===== src/rtl/uart_rx_fifo.sv =====
// CPU-side UART receive buffer: show-ahead FIFO with a sticky overrun flag for dropped bytes.
// Optional almost_full output is enabled with `define UART_RX_FIFO_AFULL_EN.
module uart_rx_fifo #(
    parameter int DATA_WIDTH  = 8,
    parameter int DEPTH       = 8,
    parameter int AFULL_LEVEL = 6
) (
    input  logic                         cpu_clk,
    input  logic                         rst,
    input  logic                         cpu_valid,
    input  logic [DATA_WIDTH-1:0]        rx_data,
    output logic [DATA_WIDTH-1:0]        rd_data,
    output logic                         rd_valid,
    input  logic                         rd_ready,
    output logic [$clog2(DEPTH+1)-1:0]   count,
    output logic                         full,
    output logic                         empty,
    output logic                         overrun,
    input  logic                         overrun_clr
`ifdef UART_RX_FIFO_AFULL_EN
    ,
    output logic                         almost_full
`endif
);

    localparam int AW = $clog2(DEPTH);
    localparam int CW = $clog2(DEPTH + 1);

    if (DEPTH < 2 || (DEPTH & (DEPTH - 1)) != 0 || AFULL_LEVEL < 1 || AFULL_LEVEL > DEPTH) begin : g_param_check
        $error("uart_rx_fifo: DEPTH must be a power of two >= 2 and AFULL_LEVEL in 1..DEPTH");
    end

    logic [DATA_WIDTH-1:0] r_mem [DEPTH];
    logic [AW-1:0]         r_wr_ptr;
    logic [AW-1:0]         r_rd_ptr;
    logic [CW-1:0]         r_count;
    logic                  r_full;
    logic                  r_empty;
    logic                  r_rd_valid;
    logic                  r_overrun;

    logic                  w_pop;
    logic                  w_push;
    logic                  w_drop;
    logic [CW-1:0]         w_count_nxt;

    // A full FIFO still accepts a byte when the head leaves in the same cycle.
    assign w_pop  = r_rd_valid && rd_ready;
    assign w_push = cpu_valid && (!r_full || w_pop);
    assign w_drop = cpu_valid && r_full && !w_pop;

    always_comb begin
        w_count_nxt = r_count;
        case ({w_push, w_pop})
            2'b10:   w_count_nxt = r_count + CW'(1);
            2'b01:   w_count_nxt = r_count - CW'(1);
            default: w_count_nxt = r_count;
        endcase
    end

    always_ff @(posedge cpu_clk) begin
        if (w_push) begin
            r_mem[r_wr_ptr] <= rx_data;
        end
    end

    // Pointers are AW bits wide over a power-of-two depth, so +1 wraps DEPTH-1 to 0.
    always_ff @(posedge cpu_clk or posedge rst) begin
        if (rst) begin
            r_wr_ptr   <= '0;
            r_rd_ptr   <= '0;
            r_count    <= '0;
            r_full     <= 1'b0;
            r_empty    <= 1'b1;
            r_rd_valid <= 1'b0;
            r_overrun  <= 1'b0;
        end else begin
            if (w_push) r_wr_ptr <= r_wr_ptr + AW'(1);
            if (w_pop)  r_rd_ptr <= r_rd_ptr + AW'(1);
            r_count    <= w_count_nxt;
            r_full     <= (w_count_nxt == CW'(DEPTH));
            r_empty    <= (w_count_nxt == '0);
            r_rd_valid <= (w_count_nxt != '0);
            if (w_drop)           r_overrun <= 1'b1;
            else if (overrun_clr) r_overrun <= 1'b0;
        end
    end

`ifdef UART_RX_FIFO_AFULL_EN
    logic r_almost_full;

    always_ff @(posedge cpu_clk or posedge rst) begin
        if (rst) r_almost_full <= 1'b0;
        else     r_almost_full <= (w_count_nxt >= CW'(AFULL_LEVEL));
    end

    assign almost_full = r_almost_full;
`endif

    // Head is forced to zero while empty so uninitialised storage never shows on rd_data.
    assign rd_data  = r_rd_valid ? r_mem[r_rd_ptr] : '0;
    assign rd_valid = r_rd_valid;
    assign count    = r_count;
    assign full     = r_full;
    assign empty    = r_empty;
    assign overrun  = r_overrun;

endmodule

===== config.mk =====
export PLATFORM = sky130hd
export DESIGN_NAME = uart_rx_fifo
export DESIGN_NICKNAME = d
export VERILOG_FILES = /design/src/rtl/uart_rx_fifo.sv
export SDC_FILE = /design/constraint.sdc
export NUM_CORES = 1
export LEC_CHECK = 0
export BUFFER_PORTS_ARGS = -buffer_cell sky130_fd_sc_hd__buf_2
export CAP_MARGIN = 20
export CELL_PAD_IN_SITES_DETAIL_PLACEMENT = 0
export CELL_PAD_IN_SITES_GLOBAL_PLACEMENT = 1
export CORE_MARGIN = 2
export CORE_UTILIZATION = 45
export CTS_BUF_LIST = sky130_fd_sc_hd__clkbuf_16
export CTS_CLUSTER_SIZE = 28
export DETAILED_ROUTE_END_ITERATION = 8
export PLACE_DENSITY_LB_ADDON = 0.1
export SLEW_MARGIN = 10
export SYNTH_ARGS = -nofsm -noshare
export SYNTH_HDL_FRONTEND = slang
export SYNTH_SLANG_ARGS = --single-unit

===== constraint.sdc =====
create_clock -name cpu_clk -period 2.2 [get_ports cpu_clk]
set_input_delay 0.11 -clock cpu_clk [delete_from_list [all_inputs] [get_ports cpu_clk]]
set_output_delay 0.11 -clock cpu_clk [all_outputs]
set_load 0.01 [all_outputs]

==> results of run 1 <==
==> critical path, stage by stage (launching register included) <==
cell      delay, ps
dfrtp_2         360
nand2_2          90
a21boi_2        200
inv_2            90
ha_4            190
xor2_1          160
ha_1            200
a21oi_2         150
xnor3_1         250
o21ai_2         150
a21boi_2        170
==> synth_stat cells <==
cell / n
buf_12: 1
nand3_1: 3
nor2b_1: 9
and3b_1: 1
xnor3_1: 1
mux4_1: 7
mux4_2: 9
mux2i_1: 8
and3_1: 1
edfxtp_1: 64
or4b_1: 1
a21boi_2: 1
a21oi_1: 1
ha_1: 5
nor2_1: 8
a21o_1: 1
a21boi_1: 1
buf_4: 1
xnor2_1: 4
nor3_1: 3
nand2_1: 12
buf_2: 3
xor2_1: 3
nand4b_1: 1
inv_1: 4
o21ai_0: 2
buf_6: 1
dfstp_2: 1
nand2b_1: 4
dfrtp_1: 13
o21ai_1: 1
mux2_2: 2
a211o_1: 1
==> repair_timing <==
action	CTS	global route
hold endpoints to repair	14	0
buffers inserted	0	2
pin swaps	0	2
hold buffers	2	0
endpoints found under the setup margin	3	3
gates resized for setup	1	4
==> state kept, by name, indices dropped and copies added, names as in the netlist <==
signal	cells
overrun	1
r_wr_ptr	3
empty	1
r_rd_ptr	3
r_mem	64
rd_valid	1
count	4
full	1
==> cell type report <==
type / count / share of cell area [%]
Inverter: 4 / 0.382
Clock buffer: 9 / 5.74
Timing Repair Buffer: 43 / 6.88
Tap cell: 96 / 3.06
Clock inverter: 7 / 2.14
Multi-Input combinational cell: 90 / 23.9
Sequential cell: 78 / 57.9
==> metrics by stage <==
stage,util (%),TNS [ps],area [um^2],setup slack (ps)
final,56.8,0,3930,122
after global routing,56.8,-45.0,3930,-39.2
after CTS,56.4,0,3890,14.0
after detailed placement,51.6,-20.9,3560,-20.9
after global placement,51.6,0,3560,91.0
after floorplan,-,0,3260,8.82
==> path summary, 6_finish.rpt <==
| path | from | to | cells past startpoint |
|---|---|---|---|
| worst max-delay path | rd_valid | full | 10 |
| worst min-delay path | rx_data[4] | r_mem[6][4] | 1 |
| worst max register to register | rd_valid | full | 10 |
| worst min register to register | overrun | overrun | 2 |
| max in group asynchronous | rst | rd_valid | 3 |
| min in group asynchronous | rst | overrun | 3 |
==> per-layer routing <==
metal | up-vias | GRT usage [%] | routed length [um]
met2 | 25 | 26.3 | 2960
met1 | 836 | 22.0 | 2750
met5 | - | 0 | 0
met4 | 0 | 6.11 | 78
met3 | 8 | 4.16 | 167
li1 | 789 | - | -
==> where the power goes <==
| part | switching [mW] | total [mW] | leakage (nW) | internal [mW] |
|---|---|---|---|---|
| combinational | 0.815 | 1.74 | 0.586 | 0.926 |
| clock | 0.532 | 1.51 | 0.157 | 0.978 |
| sequential | 0.284 | 2.19 | 0.746 | 1.91 |
| total | 1.63 | 5.44 | 1.49 | 3.81 |
==> kinds of logic after synthesis <==
family / after synthesis / share of synthesized area [%]
mux: 26 / 15.0
fa+ha+maj: 5 / 1.92
buf+inv: 10 / 2.12
simple gates: 43 / 6.77
compound gates: 8 / 1.69
flops: 78 / 69.9
xor+xnor: 8 / 2.58
==> run metrics, run 1 <==
outcome=complete, no violations; Tmin final=2080 ps; Clock Skew=6.83 ps; TritonCTS clock tree=done; routed len/inst=18.2 um; post-synth cell types=33; die height=89.0 um; htree depth=3; initial antenna violation count=0; port bufs=28; global-route wire length before repair=8.96 mm; post-synth net total=196; Final Hold Fails=0; drt initial violations=94; FMAX=481 MHz; worst hold path class=in2reg; top cell type's share of synthesized area=59.1%; area delta synth->final=20.7%; # nets final=244; mean post-synth cell area=18.3 um^2; # diodes=0; clk buf depth=2; Mapped Area=3250 um^2; placed insts=307; slew margin rel.=50.2%; # clock sinks=78; die width=89.0 um; commonest non-fill, non-tap cell in the layout=edfxtp_1; TritonCTS buffer count=9; Top-Level Pins=29; YS warnings=0; share of cells above drive strength 1=31.6%; maxcap violations=0; grt total ovfl=0; final setup fails=0; Static Leak=1.49 nW; R2R Setup Slk=120 ps; Min Hold Slack=45.4 ps; TritonRoute pass-1 iters=6; worst vdd ir=0.000637 V; Worst-Skew Late Latency=330 ps; gp weighted congestion=0.787; Tcrit/Tclk final=94.5%; Slew @ Worst Pin=747 ps; Worst setup EP type=flip-flop; vias in the first global route=1684; FF+latch count, synth=78; pin count of the biggest net entering global routing=19; crit path DAT=2330 ps; row count=30; die area=7930 um^2; Critical Path Fanout Max=5; overall global routing resource usage=16.4%; Slew Viols, Final=0; Setup CP Type=reg2reg; Post-Syn Instances=178; startpoint types=flip-flop; most frequent cells in the layout=edfxtp_1, buf_2, dfrtp_1, buf_4, nand2_1; critical path required time=2460 ps; fill cell count=577; Power, Total=5.44 mW; part of the Yosys area used for sequential elements=69.9%; Initial Util=47.1%; FF+latch area=2270 um^2; Total Wirelength=5.95 mm; DR vias=1658; Root Driver=clkbuf_16; Final Non-Filler Cells=327; Synth area leaders=edfxtp_1, dfrtp_1, mux4_2, mux4_1, mux2i_1; Antenna Nets Post-Route=0; Pwr per Cell Area=1390 nW/um^2; multi-input logic area=937 um^2; Via density=5.07; core area=6910 um^2; Post-route DRC=0; clock slew at reported path FFs=60 ps; post-synth top area cell=edfxtp_1
Power figures use the tool's default switching activity.
==> run 2, diff against run 1 <==
--- a/config.mk
+++ b/config.mk
@@ -10,7 +10,7 @@
 export CELL_PAD_IN_SITES_DETAIL_PLACEMENT = 0
 export CELL_PAD_IN_SITES_GLOBAL_PLACEMENT = 1
 export CORE_MARGIN = 2
-export CORE_UTILIZATION = 45
+export CORE_UTILIZATION = 25
 export CTS_BUF_LIST = sky130_fd_sc_hd__clkbuf_16
 export CTS_CLUSTER_SIZE = 28
 export DETAILED_ROUTE_END_ITERATION = 8
==> run metrics, run 2 (synthesis results as in run 1) <==
Pwr per Cell Area=1370 nW/um^2 (-1.2%); FMAX=496 MHz (+3.1%); htree depth=3 (unchanged); share of cells above drive strength 1=33.3% (+1.7 points); maxcap violations=0 (unchanged); Antenna Nets Post-Route=0 (unchanged); Clock Skew=10.1 ps (+3.27 ps); TritonRoute pass-1 iters=4 (-2); vias in the first global route=1815 (+7.8%); crit path DAT=2280 ps (-50 ps); Tmin final=2010 ps (-63.3 ps); Setup CP Type=reg2reg; Tcrit/Tclk final=91.6% (-2.9 points); die area=13900 um^2 (+76%); overall global routing resource usage=10.2% (-6.2 points); max reg flops=64 (unchanged); clock slew at reported path FFs=60 ps (about the same); Total Wirelength=6.79 mm (+14%); Via density=4.14 (-18%); clk buf depth=2 (unchanged); area delta synth->final=24.0%; placed instance area=3660 um^2 (+2.9%); Largest Register=r_mem; # nets final=244 (unchanged); slew margin rel.=56.8% (+6.6 points); Worst-Skew Late Latency=330 ps (about the same); die width=118 um (+33%); Critical Path Fanout Max=5 (unchanged); DR vias=1669 (+0.66%); Top-Level Pins=29 (unchanged); fill cell count=1260 (+120%); outcome=complete, no violations; Power, Total=5.53 mW (+1.6%); most frequent cells in the layout=edfxtp_1, buf_2, buf_4; final setup fails=0 (unchanged); port bufs=28 (unchanged); gp weighted congestion=0.681 (-13%); drt initial violations=98 (+4.3%); Final Hold Fails=0 (unchanged); worst hold path class=in2reg; Slew Viols, Final=0 (unchanged); startpoint types=flip-flop; # clock sinks=78 (unchanged); TritonCTS buffer count=9 (unchanged); die height=118 um (+33%); Final Cell Area=4040 um^2 (+2.8%); Static Leak=1.49 nW (about the same); Worst setup EP type=flip-flop; Root Driver=clkbuf_16; grt total ovfl=0 (unchanged); row count=41 (+37%); routed len/inst=16.8 um (-7.4%); Slew @ Worst Pin=648 ps (-99.3 ps); global-route wire length before repair=10.4 mm (+16%); hpwl dp=4.23 mm; core area=12700 um^2 (+83%); initial antenna violation count=0 (unchanged); critical path required time=2460 ps (about the same); Initial Util=25.7% (-21 points); commonest non-fill, non-tap cell in the layout=edfxtp_1; pin count of the biggest net entering global routing=19 (unchanged); # diodes=0 (unchanged); TritonCTS clock tree=done; worst vdd ir=0.000400 V (-37%); RSZ-0062 raised after global routing=no; Post-route DRC=0 (unchanged)
==> run 2: layout make-up <==
class	count	area, um^2	share of cell area [%]
inverter	4	15.0	0.372
clock inverter	7	91.3	2.26
sequential	78	2280	56.4
timing repair buffer	43	270	6.70
clock buffer	9	225	5.58
tap	172	215	5.33
multi-input combinational	90	942	23.3
==> run 2: timing repair <==
action,CTS,global route
pin swaps,0,3
setup endpoints to repair,2,11
buffers inserted,0,1
gates resized for setup,1,7
endpoints found under the hold margin,14,0
hold buffers,2,0
==> run 2: critical path: stages, from the launching register on <==
cell,delay [ps]
dfrtp_2,380
nand2_4,80
a21boi_4,180
inv_2,70
ha_2,180
xor2_1,160
ha_2,180
a21oi_2,130
xnor3_1,240
o21ai_2,160
a21boi_2,170
==> run 2: worst paths after layout <==
kind,depth (start not counted),slack (ps),end,from
setup / recovery,10,190,full,rd_valid
hold / removal,1,50,r_mem[7][5],rx_data[5]
setup reg to reg,10,190,full,rd_valid
hold reg to reg,2,520,overrun,overrun
max in group asynchronous,3,1420,r_rd_ptr[1],rst
min in group asynchronous,3,370,r_rd_ptr[0],rst
==> run 2: per-layer routing <==
layer,GRT usage (%),vias to the layer above,share of wire (%)
met2,17.6,21,51
met3,1.99,8,2.4
met5,0,-,0
met4,4.52,0,1.3
met1,12.5,852,45
li1,-,788,-
==> run 2: per-stage QoR <==
stage / hold WS [ps] / setup WS (ps) / TNS (ps) / cells / util, %
6_report: 51.6 / 185 / 0 / 403 / 31.8
5_1_grt: 56.0 / 21.2 / 0 / 403 / 31.8
4_1_cts: 43.3 / 15.7 / 0 / 402 / 31.6
3_5_place_dp: 203 / -2.43 / -2.43 / 384 / 28.9
3_3_place_gp: 182 / 89.9 / 0 / 384 / 28.9
2_1_floorplan: -1.56 / 8.82 / 0 / 178 / -
==> run 2: power by group <==
group	internal, mW	leakage, nW	total [mW]	switching [mW]
combinational	0.929	0.590	1.79	0.856
clock	0.986	0.154	1.55	0.561
sequential	1.91	0.745	2.20	0.286
